$ cat src/rtl/sd_multiblock_reader.sv
// SPI-mode SD reader: one CMD17 per block over a run of block_count blocks, payload bytes pushed to the frame FIFO.
// Latency: a push follows each 8th payload bit by one SCLK; a block costs GAP+48+R1+token wait+8*BLOCK_BYTES+16+1 cycles.
// Backpressure: holds in WAIT_FIFO with CS low and MOSI idle until fifo_empty; optional CRC check under SD_CRC16_CHECK_EN.
module sd_multiblock_reader #(
    parameter int BLOCK_BYTES   = 512,
    parameter int ADDR_MODE     = 0,
    parameter int CNT_W         = 16,
    parameter int RESP_TIMEOUT  = 64,
    parameter int TOKEN_TIMEOUT = 4096,
    parameter int MAX_RETRY     = 3,
    parameter int GAP_CYCLES    = 8
) (
    input  logic             SCLK,
    input  logic             reset,
    input  logic             start,
    input  logic [31:0]      start_addr,
    input  logic [CNT_W-1:0] block_count,
    input  logic             MISO,
    output logic             MOSI,
    output logic             CS,
    input  logic             fifo_empty,
    output logic [7:0]       fifo_data_in,
    output logic             fifo_push,
    output logic             busy,
    output logic             done,
    output logic             error,
    output logic [7:0]       error_code,
    output logic [CNT_W-1:0] block_index
);

    typedef enum logic [3:0] {
        S_IDLE, S_WAIT_FIFO, S_GAP, S_SEND, S_WAIT_R1, S_CHECK_R1, S_WAIT_TOKEN,
        S_DATA, S_CRC, S_NEXT, S_RETRY, S_DONE, S_ERROR
    } state_t;

    // One shared 16-bit cycle counter covers gap, frame, timeouts and payload bits.
    localparam logic [15:0] GAP_LAST   = 16'(GAP_CYCLES - 1);
    localparam logic [15:0] RESP_LAST  = 16'(RESP_TIMEOUT - 1);
    localparam logic [15:0] TOKEN_LAST = 16'(TOKEN_TIMEOUT - 1);
    localparam logic [15:0] DATA_LAST  = 16'(BLOCK_BYTES * 8 - 1);
    localparam logic [31:0] ADDR_STEP  = (ADDR_MODE != 0) ? 32'd1 : 32'(BLOCK_BYTES);
    localparam logic [7:0]  RETRY_MAX  = 8'(MAX_RETRY);

    state_t             state;
    logic [15:0]        cnt;
    logic [31:0]        addr;
    logic [CNT_W-1:0]   count_lat;
    logic [7:0]         retry;
    logic [2:0]         cause;
    logic [47:0]        frame_sr;
    logic [7:0]         r1_sr;
    logic               r1_started;
    logic [7:0]         shift8;
`ifdef SD_CRC16_CHECK_EN
    logic [15:0]        crc_calc;
    logic [15:0]        crc_rx;
`endif

    logic [47:0]        cmd_frame;
    logic [7:0]         shift_in;
    logic [CNT_W-1:0]   bidx_inc;
    logic [1:0]         retry_sat;

    assign cmd_frame = {8'h51, addr, 8'hFF};
    assign shift_in  = {shift8[6:0], MISO};
    assign bidx_inc  = block_index + CNT_W'(1);
    assign retry_sat = (retry > 8'd3) ? 2'd3 : retry[1:0];

    // Main sequencer: command framing, response/token hunt, payload streaming, retry and run bookkeeping.
    always_ff @(posedge SCLK or negedge reset) begin
        if (!reset) begin
            state        <= S_IDLE;
            cnt          <= '0;
            addr         <= '0;
            count_lat    <= '0;
            retry        <= '0;
            cause        <= '0;
            frame_sr     <= '0;
            r1_sr        <= '0;
            r1_started   <= 1'b0;
            shift8       <= 8'hFF;
            MOSI         <= 1'b1;
            CS           <= 1'b1;
            fifo_data_in <= '0;
            fifo_push    <= 1'b0;
            busy         <= 1'b0;
            done         <= 1'b0;
            error        <= 1'b0;
            error_code   <= '0;
            block_index  <= '0;
`ifdef SD_CRC16_CHECK_EN
            crc_calc     <= '0;
            crc_rx       <= '0;
`endif
        end else begin
            fifo_push <= 1'b0;
            case (state)
                S_IDLE, S_DONE, S_ERROR: begin
                    if (start) begin
                        addr        <= start_addr;
                        count_lat   <= block_count;
                        block_index <= '0;
                        retry       <= '0;
                        error_code  <= '0;
                        error       <= 1'b0;
                        MOSI        <= 1'b1;
                        if (block_count == '0) begin
                            state <= S_DONE;
                            done  <= 1'b1;
                            busy  <= 1'b0;
                            CS    <= 1'b1;
                        end else begin
                            state <= S_WAIT_FIFO;
                            done  <= 1'b0;
                            busy  <= 1'b1;
                            CS    <= 1'b0;
                        end
                    end
                end
                S_WAIT_FIFO: begin
                    MOSI <= 1'b1;
                    cnt  <= '0;
                    if (fifo_empty) state <= S_GAP;
                end
                S_GAP: begin
                    // Load the frame on the last idle cycle so bit 47 is on the wire for the first SEND cycle.
                    if (cnt == GAP_LAST) begin
                        MOSI     <= cmd_frame[47];
                        frame_sr <= {cmd_frame[46:0], 1'b0};
                        cnt      <= '0;
                        state    <= S_SEND;
                    end else begin
                        cnt <= cnt + 16'd1;
                    end
                end
                S_SEND: begin
                    if (cnt == 16'd47) begin
                        MOSI       <= 1'b1;
                        cnt        <= '0;
                        r1_started <= 1'b0;
                        state      <= S_WAIT_R1;
                    end else begin
                        MOSI     <= frame_sr[47];
                        frame_sr <= {frame_sr[46:0], 1'b0};
                        cnt      <= cnt + 16'd1;
                    end
                end
                S_WAIT_R1: begin
                    r1_sr <= {r1_sr[6:0], MISO};
                    if (!r1_started) begin
                        if (!MISO) begin
                            r1_started <= 1'b1;
                            cnt        <= '0;
                        end else if (cnt == RESP_LAST) begin
                            cause <= 3'd1;
                            state <= S_RETRY;
                        end else begin
                            cnt <= cnt + 16'd1;
                        end
                    end else begin
                        // Seven more bits follow the start bit.
                        if (cnt == 16'd6) state <= S_CHECK_R1;
                        cnt <= cnt + 16'd1;
                    end
                end
                S_CHECK_R1: begin
                    if (r1_sr == 8'h00) begin
                        shift8 <= 8'hFF;
                        cnt    <= '0;
                        state  <= S_WAIT_TOKEN;
                    end else begin
                        cause <= 3'd2;
                        state <= S_RETRY;
                    end
                end
                S_WAIT_TOKEN: begin
                    shift8 <= shift_in;
                    if (shift_in == 8'hFE) begin
                        cnt   <= '0;
                        state <= S_DATA;
`ifdef SD_CRC16_CHECK_EN
                        crc_calc <= '0;
`endif
                    end else if (shift_in[7:4] == 4'h0 || cnt == TOKEN_LAST) begin
                        // A data error token is handled like a missing token.
                        cause <= 3'd3;
                        state <= S_RETRY;
                    end else begin
                        cnt <= cnt + 16'd1;
                    end
                end
                S_DATA: begin
                    shift8 <= shift_in;
`ifdef SD_CRC16_CHECK_EN
                    crc_calc <= {crc_calc[14:0], 1'b0} ^
                                ((crc_calc[15] ^ MISO) ? 16'h1021 : 16'h0000);
`endif
                    if (cnt[2:0] == 3'd7) begin
                        fifo_data_in <= shift_in;
                        fifo_push    <= 1'b1;
                    end
                    if (cnt == DATA_LAST) begin
                        cnt   <= '0;
                        state <= S_CRC;
                    end else begin
                        cnt <= cnt + 16'd1;
                    end
                end
                S_CRC: begin
`ifdef SD_CRC16_CHECK_EN
                    crc_rx <= {crc_rx[14:0], MISO};
`endif
                    if (cnt == 16'd15) begin
                        cnt   <= '0;
                        state <= S_NEXT;
                    end else begin
                        cnt <= cnt + 16'd1;
                    end
                end
                S_NEXT: begin
`ifdef SD_CRC16_CHECK_EN
                    if (crc_rx != crc_calc) begin
                        cause <= 3'd4;
                        state <= S_RETRY;
                    end else
`endif
                    begin
                        block_index <= bidx_inc;
                        addr        <= addr + ADDR_STEP;
                        retry       <= '0;
                        if (bidx_inc == count_lat) begin
                            state <= S_DONE;
                            done  <= 1'b1;
                            busy  <= 1'b0;
                            CS    <= 1'b1;
                            MOSI  <= 1'b1;
                        end else begin
                            state <= S_WAIT_FIFO;
                        end
                    end
                end
                S_RETRY: begin
                    // Same address is reissued; bytes already pushed stay in the FIFO.
                    if (retry < RETRY_MAX) begin
                        retry <= retry + 8'd1;
                        state <= S_WAIT_FIFO;
                    end else begin
                        state      <= S_ERROR;
                        error      <= 1'b1;
                        busy       <= 1'b0;
                        CS         <= 1'b1;
                        MOSI       <= 1'b1;
                        error_code <= {3'b000, cause, retry_sat};
                    end
                end
                default: state <= S_IDLE;
            endcase
        end
    end

endmodule

$ cat config.mk
export PLATFORM = sky130hd
export DESIGN_NAME = sd_multiblock_reader
export DESIGN_NICKNAME = d
export VERILOG_FILES = /design/src/rtl/sd_multiblock_reader.sv
export SDC_FILE = /design/constraint.sdc
export NUM_CORES = 1
export LEC_CHECK = 0
export BUFFER_PORTS_ARGS = -buffer_cell sky130_fd_sc_hd__buf_2
export CAP_MARGIN = 20
export CELL_PAD_IN_SITES_DETAIL_PLACEMENT = 1
export CELL_PAD_IN_SITES_GLOBAL_PLACEMENT = 1
export CORE_UTILIZATION = 30
export CTS_BUF_LIST = sky130_fd_sc_hd__clkbuf_8 sky130_fd_sc_hd__clkbuf_16
export DETAILED_ROUTE_END_ITERATION = 7
export PLACE_DENSITY_LB_ADDON = 0.1
export SYNTH_ARGS = -nofsm -noshare
export SYNTH_HDL_FRONTEND = slang
export SYNTH_SLANG_ARGS = --single-unit
$ cat constraint.sdc
create_clock -name SCLK -period 3.5 [get_ports SCLK]
set_input_delay 0 -clock SCLK [delete_from_list [all_inputs] [get_ports SCLK]]
set_output_delay 0 -clock SCLK [all_outputs]
set_load 0.01 [all_outputs]
==> impl_metrics.env, run 1 <==
export IMPL_status="finished clean"
export IMPL_rsz0062_at_grt="false"
export IMPL_drtIter0Drc=454
export IMPL_final_common_cell="nand2_1"
export IMPL_p_leak_nw=4.92
export IMPL_regToRegSetupSlack_ps=490
export IMPL_cts_sinks=175
export IMPL_grt_pass1_vias=8298
export IMPL_slew_headroom=0.415
export IMPL_setup_tns_ps=0
export IMPL_top_usage_layer="met2"
export IMPL_setup_viol=0
export IMPL_totalPowerFinal_w=0.00840
export IMPL_place_congestion=0.782
export IMPL_startpoint_type="flip-flop"
export IMPL_start_util=0.305
export IMPL_endpoint="cnt[7]"
export IMPL_synth_top_family_by_area="simple AND/OR/NAND/NOR gates"
export IMPL_cts_buffer_depth=2
export IMPL_coreArea_sq_mm=0.0296
export IMPL_cts_tree="built"
export IMPL_finalHoldViolations=0
export IMPL_ys_async_sr_fraction=1.00
export IMPL_drc=0
export IMPL_crit_path_cell_trace="ha_1 -> nand3_2 -> nor4b_4 -> a21oi_1 -> o32ai_1 -> a21o_1 -> nand2b_1 -> o21ai_0"
export IMPL_grt_max_degree=103
export IMPL_grt_use_met3=0.0292
export IMPL_grt_use_met2=0.284
export IMPL_timing_rr_start="cnt[1]"
export IMPL_postCtsSetupBuffers=0
export IMPL_portBuffers=86
export IMPL_synthAdderAreaFrac=0.00830
export IMPL_cts_clk_slew_worst_paths_ps=70
export IMPL_cts_root_buf="clkbuf_16"
export IMPL_vias_per_cell=5.16
export IMPL_synth_xor_area_share=0.0174
export IMPL_arrival_ps=3290
export IMPL_synth_warnings=0
export IMPL_firstDrtPassIters=4
export IMPL_ys_flop_type="dfrtp_1"
export IMPL_cp_max_fo=11
export IMPL_crit_path_max_incr_delay_ps=540
export IMPL_fillers=3496
export IMPL_antenna_found_initial=0
export IMPL_drv_slew=0
export IMPL_h_tree_depth=4
export IMPL_worst_pin_slew_ps=878
export IMPL_crit_start="cnt[1]"
export IMPL_synth_simple_area_share=0.239
export IMPL_synth_seq_cells=175
export IMPL_path_class="reg -> reg"
export IMPL_grt_total_usage=0.184
export IMPL_via_count=7931
export IMPL_maxCapViolations=0
export IMPL_syn2layout_area_growth_pct=22.5
export IMPL_die_area_sq_mm=0.0309
export IMPL_worst_path_buf_inv=0
export IMPL_cpMaxStageDelayCell="nor4b_4"
export IMPL_critPathTopFamily="simple AND/OR/NAND/NOR gates"
export IMPL_worstReg2RegEnd="cnt[7]"
export IMPL_row_count=63
export IMPL_end_kind="flip-flop"
export IMPL_yosys_mux_area_fraction=0.0426
export IMPL_avgSynthCellArea_sq_um=8.94
export IMPL_peakVddDrop_uv=360
export IMPL_hold_class="in -> reg"
export IMPL_ant_nets=0
export IMPL_reg2reg_depth=8
export IMPL_clock_latency_ps=440
export IMPL_cts_buffers=17
export IMPL_min_path_cells=4
export IMPL_power_density_mw_per_mm2=758
export IMPL_synth_edf_count=0
export IMPL_fin_crit_sh=0.859
export IMPL_die_w_um=176
export IMPL_synth_compound_area_share=0.171
export IMPL_cp_num_cells=8
export IMPL_fmax_mhz=333
export IMPL_diodes=0
export IMPL_cts_repair_resized=0
export IMPL_ys_types=78
export IMPL_post_route_min_period_ps=3010
export IMPL_ctsHoldBuffers=50
export IMPL_wl_per_cell_um=17.7
export IMPL_grt_pass1_wl_um=45200
export IMPL_critPathRequiredTime_ps=3780
export IMPL_ios=91
export IMPL_post_route_cells_drive_above_1_share=0.148
export IMPL_final_cell_mix="nand2_1 (235), dfrtp_1 (166), o21ai_0 (104), buf_2 (85), nor2_1 (56)"
export IMPL_use_met1=0.266
export IMPL_nNetsFinal=1194
export IMPL_gr_total_overflow=0
export IMPL_wirelength_um=27200
export IMPL_syn_inst=1012
export IMPL_ys_seq_area_frac=0.485
export IMPL_synth_area_sq_mm=0.00905
export IMPL_dp_hpwl_um=18600
export IMPL_die_h_um=176
export IMPL_skew_ps=11.3
worst min-delay path, stage by stage:
cell and delay (ps):
buf_2 230, a21oi_1 100, nor2_1 90, a221oi_1 60
power by group:
group	leakage (nW)	internal (W)	switching, W	total [W]
clock	0.307	0.00120	0.000826	0.00203
combinational	2.38	0.00123	0.00178	0.00301
sequential	2.23	0.00273	0.000637	0.00336
worst min path at each step:
| stage | end | from |
|---|---|---|
| 5_1_grt | done | start |
| 4_1_cts | done | start |
| 3_5_place_dp | cnt[11] | reset |
| 6_report | done | start |
| 2_1_floorplan | addr[0] | reset |
| 3_3_place_gp | addr[1] | start_addr[1] |
Yosys cell counts (3+ instances only):
master,count,area [sq um]
nand3_1,41,205
o22ai_1,5,31.3
a221o_1,5,50.1
dfrtp_1,166,4150
nor4_1,18,113
nor2_1,56,210
o21ai_0,104,521
a211oi_1,3,22.5
o31ai_1,10,75.1
clkbuf_1,44,165
o22a_1,8,70.1
nand2b_1,15,93.8
nor2b_1,5,31.3
or3_1,8,50.1
xor2_1,7,61.3
a21o_1,5,37.5
nand4_1,18,113
a31oi_1,15,93.8
inv_1,18,67.6
a22oi_1,4,30.0
ha_1,6,75.1
and4_1,3,26.3
xnor2_1,11,96.3
dfstp_2,9,236
nand3_2,3,30.0
or4_1,3,22.5
buf_2,8,40.0
o211ai_1,13,97.6
a22o_1,5,43.8
nand2_1,235,882
buf_4,6,45.0
and2_1,3,18.8
a21oi_1,29,145
o41ai_1,4,35.0
mux2_2,3,33.8
o311ai_0,7,61.3
nor3_1,6,30.0
and3_1,15,93.8
mux2i_1,34,340
or2_2,3,18.8
cells by family (layout without fill, tap and decap cells):
group | Yosys count | count (layout)
DFF | 175 | 175
muxes | 38 | 38
buffers and inverters | 78 | 210
adders and majority gates | 6 | 6
AOI/OAI and AO/OA | 243 | 243
other | 1 | 4
and+or+nand+nor | 453 | 453
xor gates and xnor gates | 18 | 18
cell type report:
class                   count  area, sq um  share of cell area
clock inverters            13          173              0.0156
well taps                 390          488              0.0440
multi-input cells         762         4360               0.394
inverters                  19         71.3             0.00643
clock buffers              18          439              0.0396
repair buffers            160         1160               0.104
flip-flops and latches    175         4390               0.396
stage by stage:
stage / area, sq um / util / hold WS, ps / cells / setup slack (ps)
4_1_cts: 11100 / 0.374 / 79.7 / 1537 / 504
3_5_place_dp: 9970 / 0.336 / 194 / 1456 / 520
5_1_grt: 11100 / 0.374 / 119 / 1537 / 299
6_report: 11100 / 0.374 / 91.9 / 1537 / 494
2_1_floorplan: 9060 / - / -296 / 1015 / 1020
3_3_place_gp: 9970 / 0.336 / 192 / 1456 / 595
flip-flops by register name, indices dropped and copies added (netlist names):
| register | count |
|---|---|
| cause | 2 |
| CS | 1 |
| error | 1 |
| addr | 32 |
| error_code | 4 |
| shift8 | 7 |
| fifo_push | 1 |
| busy | 1 |
| r1_sr | 8 |
| r1_started | 1 |
| state | 4 |
| retry | 8 |
| frame_sr | 47 |
| MOSI | 1 |
| fifo_data_in | 8 |
| done | 1 |
| cnt | 16 |
| count_lat | 16 |
| block_index | 16 |
per-layer routing:
layer	share of wire	vias to the layer above
met3	0.029	22
met4	0.013	0
met2	0.45	111
met1	0.51	3953
li1	-	3845
met5	0	-
Note: power is estimated with default switching activity, not from simulation.
==> inputs of run 2 (changes only) <==
==> constraint.sdc (replaced) <==
create_clock -name SCLK -period 2.45 [get_ports SCLK]
set_input_delay 0 -clock SCLK [delete_from_list [all_inputs] [get_ports SCLK]]
set_output_delay 0 -clock SCLK [all_outputs]
set_load 0.01 [all_outputs]
==> run 2 against run 1 <==
Hold slack got worse by 11 ps. Clock-buffer cell count fell by 1. Final cell count grew 6.1%. Setup slack lost 420 ps. Highest routed layer unchanged.
==> impl_metrics.env, run 2 (synthesis gave the netlist of run 1 again) <==
export IMPL_rsz0062_at_grt="true"
export IMPL_cts_clk_slew_worst_paths_ps=80
export IMPL_h_tree_depth=4
export IMPL_gr_total_overflow=0
export IMPL_critPathRequiredTime_ps=2780
export IMPL_ios=91
export IMPL_cts_buffers=17
export IMPL_ant_nets=0
export IMPL_slew_headroom=0.574
export IMPL_cpMaxStageDelayCell="or4_4"
export IMPL_wl_per_cell_um=17.3
export IMPL_die_h_um=176
export IMPL_cts_buffer_depth=2
export IMPL_post_route_min_period_ps=2380
export IMPL_syn2layout_area_growth_pct=32.3
export IMPL_top_regs="frame_sr: 47 flops, addr: 32 flops"
export IMPL_wirelength_um=28200
export IMPL_cts_root_buf="clkbuf_16"
export IMPL_finalHoldViolations=0
export IMPL_diodes=0
export IMPL_crit_path_cell_trace="or4_4 -> or3_4 -> or2_1 -> nor2b_1 -> a2111oi_2 -> o21ai_1 -> mux2_1"
export IMPL_skew_ps=16.3
export IMPL_setup_tns_ps=0
export IMPL_start_util=0.305
export IMPL_coreArea_sq_mm=0.0296
export IMPL_largest_reg_flops=47
export IMPL_end_kind="flip-flop"
export IMPL_path_class="reg -> reg"
export IMPL_post_route_cells_drive_above_1_share=0.237
export IMPL_row_count=63
export IMPL_p_leak_nw=5.42
export IMPL_regMostFlops="frame_sr"
export IMPL_crit_path_max_incr_delay_ps=540
export IMPL_nNetsFinal=1287
export IMPL_grt_pass1_vias=8545
export IMPL_fmax_mhz=421
export IMPL_drv_slew=0
export IMPL_via_count=8287
export IMPL_fin_crit_sh=0.970
export IMPL_startpoint_type="flip-flop"
export IMPL_status="finished clean"
export IMPL_final_cell_mix="nand2_1 (233), dfrtp_1 (162), buf_4 (108), o21ai_0 (99), buf_2 (85)"
export IMPL_die_w_um=176
export IMPL_power_density_mw_per_mm2=1060
export IMPL_cp_max_fo=3
export IMPL_totalPowerFinal_w=0.0127
export IMPL_vias_per_cell=5.08
export IMPL_firstDrtPassIters=4
export IMPL_worst_pin_slew_ps=634
export IMPL_cts_sinks=175
export IMPL_cts_tree="built"
export IMPL_arrival_ps=2700
export IMPL_dp_hpwl_um=19900
export IMPL_final_common_cell="nand2_1"
export IMPL_grt_max_degree=64
export IMPL_hold_class="in -> reg"
export IMPL_drtIter0Drc=375
export IMPL_place_congestion=0.782
export IMPL_setup_viol=0
export IMPL_hold_slack_ps=81.0
export IMPL_maxCapViolations=0
export IMPL_portBuffers=86
export IMPL_clock_latency_ps=450
export IMPL_peakVddDrop_uv=446
export IMPL_grt_total_usage=0.190
export IMPL_grt_pass1_wl_um=46100
export IMPL_die_area_sq_mm=0.0309
export IMPL_drc=0
export IMPL_antenna_found_initial=0
==> run 2: changes by cell type in the layout (fill, tap and decap cells not counted), moves of 4 or more <==
| cell | change |
|---|---|
| buf_4 | +87 |
| o21ai_0 | -5 |
| buf_12 | +4 |
| dfrtp_1 | -4 |
| dfrtp_2 | +4 |
| inv_6 | +4 |
| o21ai_1 | +4 |
==> run 2: worst max-delay path: cells and delay by family (launching register included) <==
kind	cells	cell delay, ps
flip-flops	1	380
AO/OA/AOI/OAI	2	300
AND/OR/NAND/NOR	4	1280
multiplexers	1	290
==> run 2: what timing repair did <==
action                                  in CTS  in global routing
resized for setup                            7                 31
setup buffers                                1                  6
pin swaps                                    3                 13
hold buffers                                50                  0
endpoints found under the hold margin      112                  0
endpoints found under the setup margin      20                 30
==> run 2: power breakdown <==
group	internal (W)	switching, W	total, W
clock network	0.00162	0.00128	0.00290
logic	0.00229	0.00285	0.00514
registers	0.00390	0.000774	0.00467
==> run 2: per-layer routing <==
metal  track usage  vias to the layer above  routed length, um
li1              -                     4041                  -
met1         0.269                     4111              14400
met2         0.297                      110              12800
met3        0.0288                       25                639
met4        0.0547                        0                363
met5             0                        -                  0
==> run 2: through the flow <==
stage | instance area [sq um] | util | cells | setup WS [ps]
floorplan | 9060 | - | 1015 | 10.7
global placement | 10700 | 0.360 | 1542 | 5.99
detailed placement | 10700 | 0.360 | 1542 | -42.9
CTS | 11800 | 0.399 | 1625 | 10.1
global route | 12000 | 0.404 | 1631 | -38.2
finish | 12000 | 0.404 | 1631 | 73.8
==> run 2: final cells by class <==
class,count,area (sq um)
clock inverters,15,183
inverters,19,71.3
flip-flops and latches,175,4400
well taps,390,488
repair buffers,253,1910
multi-input cells,762,4500
fillers,3459,17700
clock buffers,17,425
==> run 2: final timing paths <==
check	start	to	slack [ps]	cells past startpoint
worst max-delay path	retry[5]	state[3]	70	7
worst min-delay path	start	done	80	4
worst max register to register	retry[5]	state[3]	70	7
worst min register to register	fifo_data_in[0]	fifo_data_in[0]	470	2
max in group asynchronous	reset	MOSI	1490	3
min in group asynchronous	reset	frame_sr[8]	120	2
